==> src/rtl/text_console_if.sv <==
// text_console_if
//   Groups the byte-stream handshake and the tram write port of the text
//   console into one bundle.
//   Byte stream : in_data, in_valid, in_ready, colr_fg, colr_bg
//   Tram port   : tram_we, tram_addr, tram_din
//   Status      : scroll_offs, cur_x, cur_y, busy
//   Modports    : master = byte producer / status observer,
//                 slave  = the console itself.
interface text_console_if #(
  parameter int ADDRW    = 11,
  parameter int WORD     = 32,
  parameter int BYTE_CNT = 4,
  parameter int CIDXW    = 4
);
  logic [7:0]          in_data;
  logic                in_valid;
  logic                in_ready;
  logic [CIDXW-1:0]    colr_fg;
  logic [CIDXW-1:0]    colr_bg;
  logic [BYTE_CNT-1:0] tram_we;
  logic [ADDRW-1:0]    tram_addr;
  logic [WORD-1:0]     tram_din;
  logic [ADDRW-1:0]    scroll_offs;
  logic [6:0]          cur_x;
  logic [4:0]          cur_y;
  logic                busy;

  modport master (
    output in_data, in_valid, colr_fg, colr_bg,
    input  in_ready, tram_we, tram_addr, tram_din, scroll_offs, cur_x, cur_y, busy
  );

  modport slave (
    input  in_data, in_valid, colr_fg, colr_bg,
    output in_ready, tram_we, tram_addr, tram_din, scroll_offs, cur_x, cur_y, busy
  );
endinterface

==> src/rtl/text_console.sv <==
// text_console
//   Character-stream writer for the text mode RAM. Accepts one byte per
//   handshake, writes one glyph word per printable character, keeps the
//   cursor, wraps lines and scrolls by advancing the ring-buffer start
//   offset read by the display side.
//   clk_sys  : system clock
//   rst_sys  : asynchronous active-low reset
//   bus      : slave side of text_console_if (byte stream in, tram writes,
//              scroll offset, cursor and busy out)
module text_console #(
  parameter int          ADDRW     = 11,
  parameter int          WORD      = 32,
  parameter int          BYTE_CNT  = 4,
  parameter int          CIDXW     = 4,
  parameter int          TRAM_HRES = 84,
  parameter int          TRAM_VRES = 24,
  parameter logic [7:0]  SPACE     = 8'h20
) (
  input  logic           clk_sys,
  input  logic           rst_sys,
  text_console_if.slave  bus
);

  localparam int SIZE = TRAM_HRES * TRAM_VRES;

  typedef enum logic [2:0] {IDLE, PUT, NEWLINE, CLRLINE, CLEAR} state_t;

  state_t           state_q, state_d;
  logic [6:0]       cur_x_q, cur_x_d;
  logic [4:0]       cur_y_q, cur_y_d;
  logic [ADDRW-1:0] scroll_q, scroll_d;
  logic [ADDRW-1:0] cnt_q, cnt_d;
  logic [7:0]       char_q, char_d;
  logic [CIDXW-1:0] fg_q, fg_d;
  logic [CIDXW-1:0] bg_q, bg_d;

  logic                inReady;
  logic                accept;
  logic [ADDRW:0]      rowOffs;
  logic [ADDRW:0]      colTerm;
  logic [ADDRW:0]      rawAddr;
  logic [ADDRW:0]      wrapAddr;
  logic [ADDRW:0]      scrollSum;
  logic [ADDRW-1:0]    nextScroll;
  logic [WORD-1:0]     putWord;
  logic [WORD-1:0]     spaceWord;
  logic [BYTE_CNT-1:0] weC;
  logic [ADDRW-1:0]    addrC;
  logic [WORD-1:0]     dinC;
  logic                busyC;

  // Gating with rst_sys keeps in_ready low for the whole reset assertion.
  assign inReady = (state_q == IDLE) && rst_sys;
  assign accept  = inReady && bus.in_valid;

  // Ring-buffer address of the cursor cell (or of the CLRLINE column).
  // The sum stays below 2*SIZE, so a single compare-and-subtract wraps it.
  assign rowOffs  = (ADDRW+1)'(cur_y_q) * (ADDRW+1)'(TRAM_HRES);
  assign colTerm  = (state_q == CLRLINE) ? (ADDRW+1)'(cnt_q) : (ADDRW+1)'(cur_x_q);
  assign rawAddr  = {1'b0, scroll_q} + rowOffs + colTerm;
  assign wrapAddr = (rawAddr >= (ADDRW+1)'(SIZE)) ? rawAddr - (ADDRW+1)'(SIZE) : rawAddr;

  assign scrollSum  = {1'b0, scroll_q} + (ADDRW+1)'(TRAM_HRES);
  assign nextScroll = (scrollSum >= (ADDRW+1)'(SIZE)) ?
                      ADDRW'(scrollSum - (ADDRW+1)'(SIZE)) : ADDRW'(scrollSum);

  assign putWord   = {{(WORD-8-2*CIDXW){1'b0}}, bg_q, fg_q, char_q};
  assign spaceWord = {{(WORD-8-2*CIDXW){1'b0}}, bg_q, fg_q, SPACE};

  always_ff @(posedge clk_sys or negedge rst_sys) begin
    if (!rst_sys) begin
      state_q  <= IDLE;
      cur_x_q  <= '0;
      cur_y_q  <= '0;
      scroll_q <= '0;
      cnt_q    <= '0;
      char_q   <= '0;
      fg_q     <= '0;
      bg_q     <= '0;
    end else begin
      state_q  <= state_d;
      cur_x_q  <= cur_x_d;
      cur_y_q  <= cur_y_d;
      scroll_q <= scroll_d;
      cnt_q    <= cnt_d;
      char_q   <= char_d;
      fg_q     <= fg_d;
      bg_q     <= bg_d;
    end
  end

  always_comb begin
    state_d  = state_q;
    cur_x_d  = cur_x_q;
    cur_y_d  = cur_y_q;
    scroll_d = scroll_q;
    cnt_d    = cnt_q;
    char_d   = char_q;
    fg_d     = fg_q;
    bg_d     = bg_q;
    weC      = '0;
    addrC    = '0;
    dinC     = '0;
    busyC    = 1'b0;

    case (state_q)
      IDLE: begin
        if (accept) begin
          // Colours are captured on every accept so that a later CLRLINE
          // uses the colours of the byte that caused the scroll.
          char_d = bus.in_data;
          fg_d   = bus.colr_fg;
          bg_d   = bus.colr_bg;
          if (bus.in_data >= 8'h20) begin
            state_d = PUT;
          end else begin
            case (bus.in_data)
              8'h0A: begin
                cur_x_d = '0;
                state_d = NEWLINE;
              end
              8'h0D: cur_x_d = '0;
              8'h08: if (cur_x_q != 7'd0) cur_x_d = cur_x_q - 7'd1;
              8'h0C: begin
                scroll_d = '0;
                cur_x_d  = '0;
                cur_y_d  = '0;
                cnt_d    = '0;
                state_d  = CLEAR;
              end
              default: ;
            endcase
          end
        end
      end

      PUT: begin
        weC   = '1;
        addrC = wrapAddr[ADDRW-1:0];
        dinC  = putWord;
        if (cur_x_q == 7'(TRAM_HRES-1)) begin
          cur_x_d = '0;
          state_d = NEWLINE;
        end else begin
          cur_x_d = cur_x_q + 7'd1;
          state_d = IDLE;
        end
      end

      NEWLINE: begin
        if (cur_y_q < 5'(TRAM_VRES-1)) begin
          cur_y_d = cur_y_q + 5'd1;
          state_d = IDLE;
        end else begin
          scroll_d = nextScroll;
          cnt_d    = '0;
          state_d  = CLRLINE;
        end
      end

      CLRLINE: begin
        // cur_y is pinned at the bottom row here, so wrapAddr walks that row.
        busyC = 1'b1;
        weC   = '1;
        addrC = wrapAddr[ADDRW-1:0];
        dinC  = spaceWord;
        if (cnt_q == ADDRW'(TRAM_HRES-1)) state_d = IDLE;
        else                               cnt_d   = cnt_q + 1'b1;
      end

      CLEAR: begin
        busyC = 1'b1;
        weC   = '1;
        addrC = cnt_q;
        dinC  = spaceWord;
        if (cnt_q == ADDRW'(SIZE-1)) state_d = IDLE;
        else                          cnt_d   = cnt_q + 1'b1;
      end

      default: state_d = IDLE;
    endcase
  end

  assign bus.in_ready    = inReady;
  assign bus.tram_we     = weC;
  assign bus.tram_addr   = addrC;
  assign bus.tram_din    = dinC;
  assign bus.scroll_offs = scroll_q;
  assign bus.cur_x       = cur_x_q;
  assign bus.cur_y       = cur_y_q;
  assign bus.busy        = busyC;

endmodule

==> src/flat_wrapper.sv <==
// flat-port wrapper written by rule: the top's interface ports become plain ports
module text_console_flat 
#(
  parameter int          ADDRW     = 11,
  parameter int          WORD      = 32,
  parameter int          BYTE_CNT  = 4,
  parameter int          CIDXW     = 4,
  parameter int          TRAM_HRES = 84,
  parameter int          TRAM_VRES = 24,
  parameter logic [7:0]  SPACE     = 8'h20
)
  (clk_sys, rst_sys, bus_in_data, bus_in_valid, bus_colr_fg, bus_colr_bg, bus_in_ready, bus_tram_we, bus_tram_addr, bus_tram_din, bus_scroll_offs, bus_cur_x, bus_cur_y, bus_busy);
  text_console_if #(.ADDRW(ADDRW), .WORD(WORD), .BYTE_CNT(BYTE_CNT), .CIDXW(CIDXW)) bus_i ();
  input  logic clk_sys;
  input  logic rst_sys;
  input wire logic [$bits(bus_i.in_data)-1:0] bus_in_data;
  input wire logic [$bits(bus_i.in_valid)-1:0] bus_in_valid;
  input wire logic [$bits(bus_i.colr_fg)-1:0] bus_colr_fg;
  input wire logic [$bits(bus_i.colr_bg)-1:0] bus_colr_bg;
  output wire logic [$bits(bus_i.in_ready)-1:0] bus_in_ready;
  output wire logic [$bits(bus_i.tram_we)-1:0] bus_tram_we;
  output wire logic [$bits(bus_i.tram_addr)-1:0] bus_tram_addr;
  output wire logic [$bits(bus_i.tram_din)-1:0] bus_tram_din;
  output wire logic [$bits(bus_i.scroll_offs)-1:0] bus_scroll_offs;
  output wire logic [$bits(bus_i.cur_x)-1:0] bus_cur_x;
  output wire logic [$bits(bus_i.cur_y)-1:0] bus_cur_y;
  output wire logic [$bits(bus_i.busy)-1:0] bus_busy;
  assign bus_i.in_data = bus_in_data;
  assign bus_i.in_valid = bus_in_valid;
  assign bus_i.colr_fg = bus_colr_fg;
  assign bus_i.colr_bg = bus_colr_bg;
  assign bus_in_ready = bus_i.in_ready;
  assign bus_tram_we = bus_i.tram_we;
  assign bus_tram_addr = bus_i.tram_addr;
  assign bus_tram_din = bus_i.tram_din;
  assign bus_scroll_offs = bus_i.scroll_offs;
  assign bus_cur_x = bus_i.cur_x;
  assign bus_cur_y = bus_i.cur_y;
  assign bus_busy = bus_i.busy;
  text_console #(.ADDRW(ADDRW), .WORD(WORD), .BYTE_CNT(BYTE_CNT), .CIDXW(CIDXW), .TRAM_HRES(TRAM_HRES), .TRAM_VRES(TRAM_VRES), .SPACE(SPACE)) u_core (.clk_sys(clk_sys), .rst_sys(rst_sys), .bus(bus_i));
endmodule
==> config.mk <==
export PLATFORM = sky130hd
export DESIGN_NAME = text_console_flat
export DESIGN_NICKNAME = d
export VERILOG_FILES = /design/src/rtl/text_console_if.sv /design/src/rtl/text_console.sv /design/src/flat_wrapper.sv
export SDC_FILE = /design/constraint.sdc
export NUM_CORES = 1
export LEC_CHECK = 0
export CORE_ASPECT_RATIO = 0.8
export CORE_MARGIN = 3
export CORE_UTILIZATION = 53
export DETAILED_ROUTE_END_ITERATION = 10
export HOLD_SLACK_MARGIN = 0.1
export PLACE_DENSITY_LB_ADDON = 0.2
export SYNTH_ARGS = -nofsm -noshare
export SYNTH_HDL_FRONTEND = slang
export SYNTH_SLANG_ARGS = --single-unit
==> constraint.sdc <==
create_clock -name clk_sys -period 7.1 [get_ports clk_sys]
set_clock_uncertainty 0.2 [all_clocks]
set_input_delay 2.13 -clock clk_sys [delete_from_list [all_inputs] [get_ports clk_sys]]
set_output_delay 2.13 -clock clk_sys [all_outputs]
set_load 0.01 [all_outputs]
Word level (Yosys, flattened, before mapping)

Index checks and enable logic that the tools add are counted.

Bits in registers: 53
Bits of input ports: 19
Output and inout bits: 72
Logic and storage cells: 97

Add/subtract/negate cells: 9
Multiply operators: 1
Magnitude comparators: 4
Eq/ne operators: 23
Multiplexer cells: 35
Reduce and logical (&&, ||, !) cells: 17

Operators by type and width:

| cell                                                                                   | count |
|---|---|
| 11-bit two-way mux                                                                     | 10 |
| 11-bit one-hot mux with 2 select lines                                                 | 2 |
| 11-bit one-hot mux with 4 select lines                                                 | 1 |
| 8-bit by 4-bit equality test with 1-bit output (second input constant)                 | 4 |
| 16-bit one-hot mux with 2 select lines                                                 | 1 |
| 7-bit two-way mux                                                                      | 4 |
| 7-bit one-hot mux with 2 select lines                                                  | 2 |
| 12-bit by 11-bit greater-or-equal comparator with 1-bit output (second input constant) | 2 |
| 11-bit subtractor (second input constant)                                              | 2 |
| 5-bit two-way mux                                                                      | 4 |
| 3-bit one-hot mux with 5 select lines                                                  | 1 |
| 5-bit AND reduction                                                                    | 3 |
| 11-bit by 12-bit adder with 12-bit output                                              | 1 |
| 11-bit by 7-bit adder with 12-bit output (second input constant)                       | 1 |
| 12-bit by 11-bit adder with 12-bit output                                              | 1 |
| 3-bit two-way mux                                                                      | 4 |
| 2-bit inequality test (second input constant)                                          | 6 |
| 11-bit by 1-bit adder with 11-bit output (second input constant)                       | 1 |
| 11-bit equality test (second input constant)                                           | 1 |
| 11-bit by 7-bit equality test with 1-bit output (second input constant)                | 1 |
| 5-bit by 5-bit multiplier with 10-bit output (second input constant)                   | 1 |
| 5-bit one-hot mux with 2 select lines                                                  | 1 |
| 8-bit by 6-bit greater-or-equal comparator with 1-bit output (second input constant)   | 1 |
| 7-bit by 1-bit adder with 7-bit output (second input constant)                         | 1 |
| other kinds (24)                                                                       | 33 |

Depth between registers and ports, before layout

Word-level depth: 6
Mapped depth: 17
Mapped depth without buffers: 17

Worst setup path after synthesis

No wires, ideal clock.

Path kind: register -> output
From: register u_core.cur_y_q[3], in the netlist u_core.bus.cur_y[3]
To: output bus_tram_addr[9]
Data arrival time: 4442 ps
Required time: 4770 ps
Slack: 328 ps
Cell stages (with the launch flop): 17
Path buffers: 1
Cell sequence: dfrtp_1 -> ha_1 -> xor2_1 -> ha_1 -> a21oi_1 -> o21ai_0 -> xnor2_1 -> fa_1 -> inv_1 -> ha_1 -> clkbuf_1 -> nand4_1 -> o221a_2 -> o21ai_0 -> xor2_2 -> a211oi_1 -> o311ai_0

Word-level cells in the longest chain between the ends: 6
Elaborated cells between the ends (all ways): 7

Ends and longest elaborated chain:

| item                                                                                                | RTL line            | source |
|---|---|---|
| start: declaration                                                                                  | text_console.sv:30  | `logic [4:0] cur_y_q, cur_y_d;` |
| start signal: assignment                                                                            | text_console.sv:83  | `cur_y_q <= cur_y_d;` |
| 5-bit by 5-bit multiplier with 10-bit output *                                                      | text_console.sv:58  | `assign rowOffs = (ADDRW+1)'(cur_y_q) * (ADDRW+1)'(TRAM_HRES);` |
| 11-bit by 12-bit adder with 12-bit output *                                                         | text_console.sv:60  | `assign rawAddr = {1'b0, scroll_q} + rowOffs + colTerm;` |
| 12-bit by 11-bit adder with 12-bit output *                                                         | text_console.sv:60  |  |
| 11-bit subtractor or 12-bit by 11-bit greater-or-equal comparator with 1-bit output (tied branches) | text_console.sv:61  | `assign wrapAddr = (rawAddr >= (ADDRW+1)'(SIZE)) ? rawAddr - (ADDRW+1)'(SIZE) : rawAddr;` |
| 11-bit two-way mux *                                                                                | text_console.sv:61  |  |
| 11-bit one-hot mux with 2 select lines *                                                            | text_console.sv:106 | `case (state_q)` |
| end: declaration                                                                                    | flat_wrapper.sv:22  | `output wire logic [$bits(bus_i.tram_addr)-1:0] bus_tram_addr;` |

Every way passes the cells marked *; elsewhere a longest branch is shown, timed or not.

Worst setup path in the final report

From: register u_core.cur_y_q[0], in the netlist u_core.bus.cur_y[0]
To: output bus_tram_addr[8]

The elaborated chain is that of the path after synthesis.

==> summary.md <==
| Metric | Value |
|---|---|
| Run status | `complete, no violations` |
| Sort of element at the start of the critical path | `flip-flop` |
| Register Area | `0.00128 mm²` |
| Primary FF master, synth | `dfrtp_1` |
| Setup CP Type | `flip-flop to output pin` |
| Fillers | `679` |
| Data required time of the critical path | `4770 ps` |
| Routed wire per std cell | `17.0 µm` |
| TritonCTS clock tree | `done` |
| Share of synthesized registers carrying an async set or reset | `1.00` |
| Post-synth top cells | `o21ai_0, dfrtp_1, nand2_1, inv_1, ha_1` |
| Cell with the most instances after synthesis | `o21ai_0` |
| Number of nets at the end of the flow | `707` |
| Wire length of the first global-routing pass | `20400 µm` |
| HPWL after detailed placement | `9340 µm` |
| Row count | `30` |
| Total GRT Usage | `0.241` |
| Number of top-level pins | `91` |
| Vias per inst | `5.96` |
| Critical R2R Launch | `u_core.state_q[1]$_DFFE_PN0P_` |
| Maximum clock frequency | `144 MHz` |
| Total standard cell area after synthesis | `0.00470 mm²` |
| Type of destination of the critical path | `output pin` |
| Maximum number of pins on one net before global-route repair | `53` |
| Finish-stage setup viols | `0` |
| Design area | `0.00594 mm²` |
| Critical path peak fanout | `7` |
| Yosys top cell by area | `dfrtp_1` |
| Cells on Worst Hold Path | `1` |
| Antenna violations before repair | `0` |
| Final antenna diode count | `0` |
| H-tree depth | `2` |
| Cells taking the most area after synthesis | `dfrtp_1, ha_1, o21ai_0` |
| Synth unique cells | `64` |
| Standard cell core area | `0.00856 mm²` |
| Area of the die | `0.0100 mm²` |
| Die height | `90.3 µm` |
| Hold path startpoint | `u_core.char_q[3]$_DFFE_PN0P_` |
| Clock buffer depth | `2` |
| Worst hold path class | `flip-flop to flip-flop` |
| Multi-input gate area | `0.00337 mm²` |
| Synth Register Bits | `51` |
| Layout-stage area growth over the synthesis result | `26.4%` |
| Number of global-route vias before repair | `4264` |
| Clock input transition at the sequential cells of the worst setup and hold paths | `110 ps` |
| Number of instances in the synthesized netlist | `556` |
| Clk_lat worst skew | `310 ps` |
| Effective utilization at floorplan | `0.550` |
| Transition time at the pin with the least slew margin | `715 ps` |
| # hold bufs at CTS | `0` |
| Initial drt markers | `326` |
| Hold violation count in the final report | `0` |
| Final period util | `0.981` |
| Pins over their slew limit | `0` |
| Number of antenna-violating nets in the routed design | `0` |
| GRT overflow | `0` |
| CTS root buffer | `clkbuf_8` |
| Routability congestion estimate from global placement | `0.911` |
| Number of cell instances on the worst register-to-register path | `8` |
| Avg Cell Area, Syn | `8.46 µm²` |
| Number of warnings printed during yosys synthesis | `0` |
| Hold worst-path end | `u_core.char_q[3]$_DFFE_PN0P_` |
| Die width | `111 µm` |
| Post-Place Cell Area | `0.00557 mm²` |
| Share of cells above drive strength 1 | `0.158` |
| Initial DRT Pass Iterations | `5` |
| Worst slew slack as a fraction of its limit | `0.522` |
| Number of violations of the max-capacitance limit | `0` |
| Num CTS Buffers | `5` |
| Wire length reported by the detailed router | `12900 µm` |
| Arrival time at the worst endpoint | `4640 ps` |
| Count of vias placed by the detailed router | `4515` |
| FF-to-FF End | `u_core.cnt_q[9]$_DFFE_PN0P_` |
| Number of enable flip-flop cells after synthesis | `0` |
| Clock Sink Count | `51` |
| Post-route minimum period | `6970 ps` |
| Sequential cell area fraction in the yosys report | `0.271` |
| Count of buffers inserted at the top-level ports | `72` |
| Area share of the largest cell type after synthesis | `0.271` |
| DRC violation count after routing | `0` |
| FF-to-FF setup slack | `4010 ps` |
==> timing repair <==
item,CTS,global route
pin swaps,8,8
endpoints found under the hold margin,0,0
gates resized for setup,30,19
setup buffers,3,5
setup endpoints to repair,6,6
cloned,0,0
==> worst max path at each step <==
stage | from | endpoint | cells past startpoint
after floorplan | u_core.bus.cur_y[3]$_DFFE_PN0P_ | bus_tram_addr[9] | 16
after global placement | u_core.bus.cur_y[0]$_DFFE_PN0P_ | bus_tram_addr[6] | 19
after detailed placement | u_core.bus.cur_y[0]$_DFFE_PN0P_ | bus_tram_addr[9] | 17
after CTS | u_core.bus.cur_y[2]$_DFFE_PN0P_ | bus_tram_addr[7] | 20
after global routing | u_core.bus.cur_y[0]$_DFFE_PN0P_ | bus_tram_addr[8] | 18
final | u_core.bus.cur_y[0]$_DFFE_PN0P_ | bus_tram_addr[8] | 18
==> cell families (layout without fill, tap and decap cells) <==
| kind of cell | count (synthesis) | count (layout) | share of synthesized area |
|---|---|---|---|
| buf+inv | 77 | 146 | 0.0782 |
| simple gates | 184 | 184 | 0.206 |
| compound gates | 150 | 150 | 0.204 |
| fa+ha+maj | 44 | 44 | 0.133 |
| mux | 25 | 25 | 0.0577 |
| xor+xnor | 24 | 24 | 0.0492 |
| flops | 51 | 51 | 0.271 |
| other cells | 1 | 21 | 0.000797 |
==> routing by layer <==
metal  track usage  vias up  part of all wire
met2         0.403      179              0.48
met3        0.0429       15             0.069
met4        0.0375        0            0.0092
li1              -     2129                 -
met1         0.336     2192              0.44
met5             0        -                 0
==> through the flow <==
stage          setup TNS (ps)  std cells   util  hold WS, ps  setup WS, ps
2_1_floorplan               0        576      -          271           328
3_3_place_gp                0        741  0.650          280          8.24
3_5_place_dp             -388        741  0.650          287          -178
4_1_cts                     0        752  0.681          312          2.61
5_1_grt                  -139        757  0.694          323         -53.1
6_report                    0        757  0.694          308           134
==> sequential cells by signal, indices dropped and copies added, names as in the netlist <==
signal and flops:
u_core.bg_q 4, u_core.state_q 3, u_core.fg_q 4, u_core.bus.cur_x 7, u_core.cnt_q 11, u_core.char_q 8, u_core.bus.scroll_offs 9, u_core.bus.cur_y 5
==> layout make-up <==
class,count,share of cell area
Tap cell,112,0.0236
Clock buffer,5,0.0116
Timing Repair Buffer,102,0.156
Clock inverter,3,0.00400
Sequential cell,51,0.215
Multi-Input combinational cell,448,0.568
Inverter,36,0.0227
==> critical path, stage by stage, from the launching register on <==
cell and delay [ps]:
dfrtp_1 450, buf_4 160, ha_2 200, xor2_2 270, ha_4 260, a21oi_2 140
o21ai_2 90, xnor2_1 150, fa_1 490, inv_1 60, ha_4 310, nand4_1 160
o221a_2 300, o21ai_0 170, buf_4 170, xor2_4 90, or4_1 500, nand3_1 90
dlygate4sd2_1 260
==> cells in the final DEF, fill, tap and decap left out, types with 8 or more instances in the layout <==
cell and count:
inv_1 36, fa_1 8, ha_1 21, ha_4 10, conb_1 21, nand3_1 13, nand2_1 44, nor2b_1 13
xnor2_1 15, buf_4 30, and3_1 18, a31oi_1 8, nand4_1 8, o21ai_0 52, nor3_1 15, mux2_2 17
mux2i_1 8, a21oi_1 23, and2_1 8, clkdlybuf4s50_1 65, o31ai_1 8, dfrtp_1 51, nor2_1 30
Power is left out: the tool's default activity adds up to more than one toggle a clock period on the data nets, which glitch-free logic cannot reach.
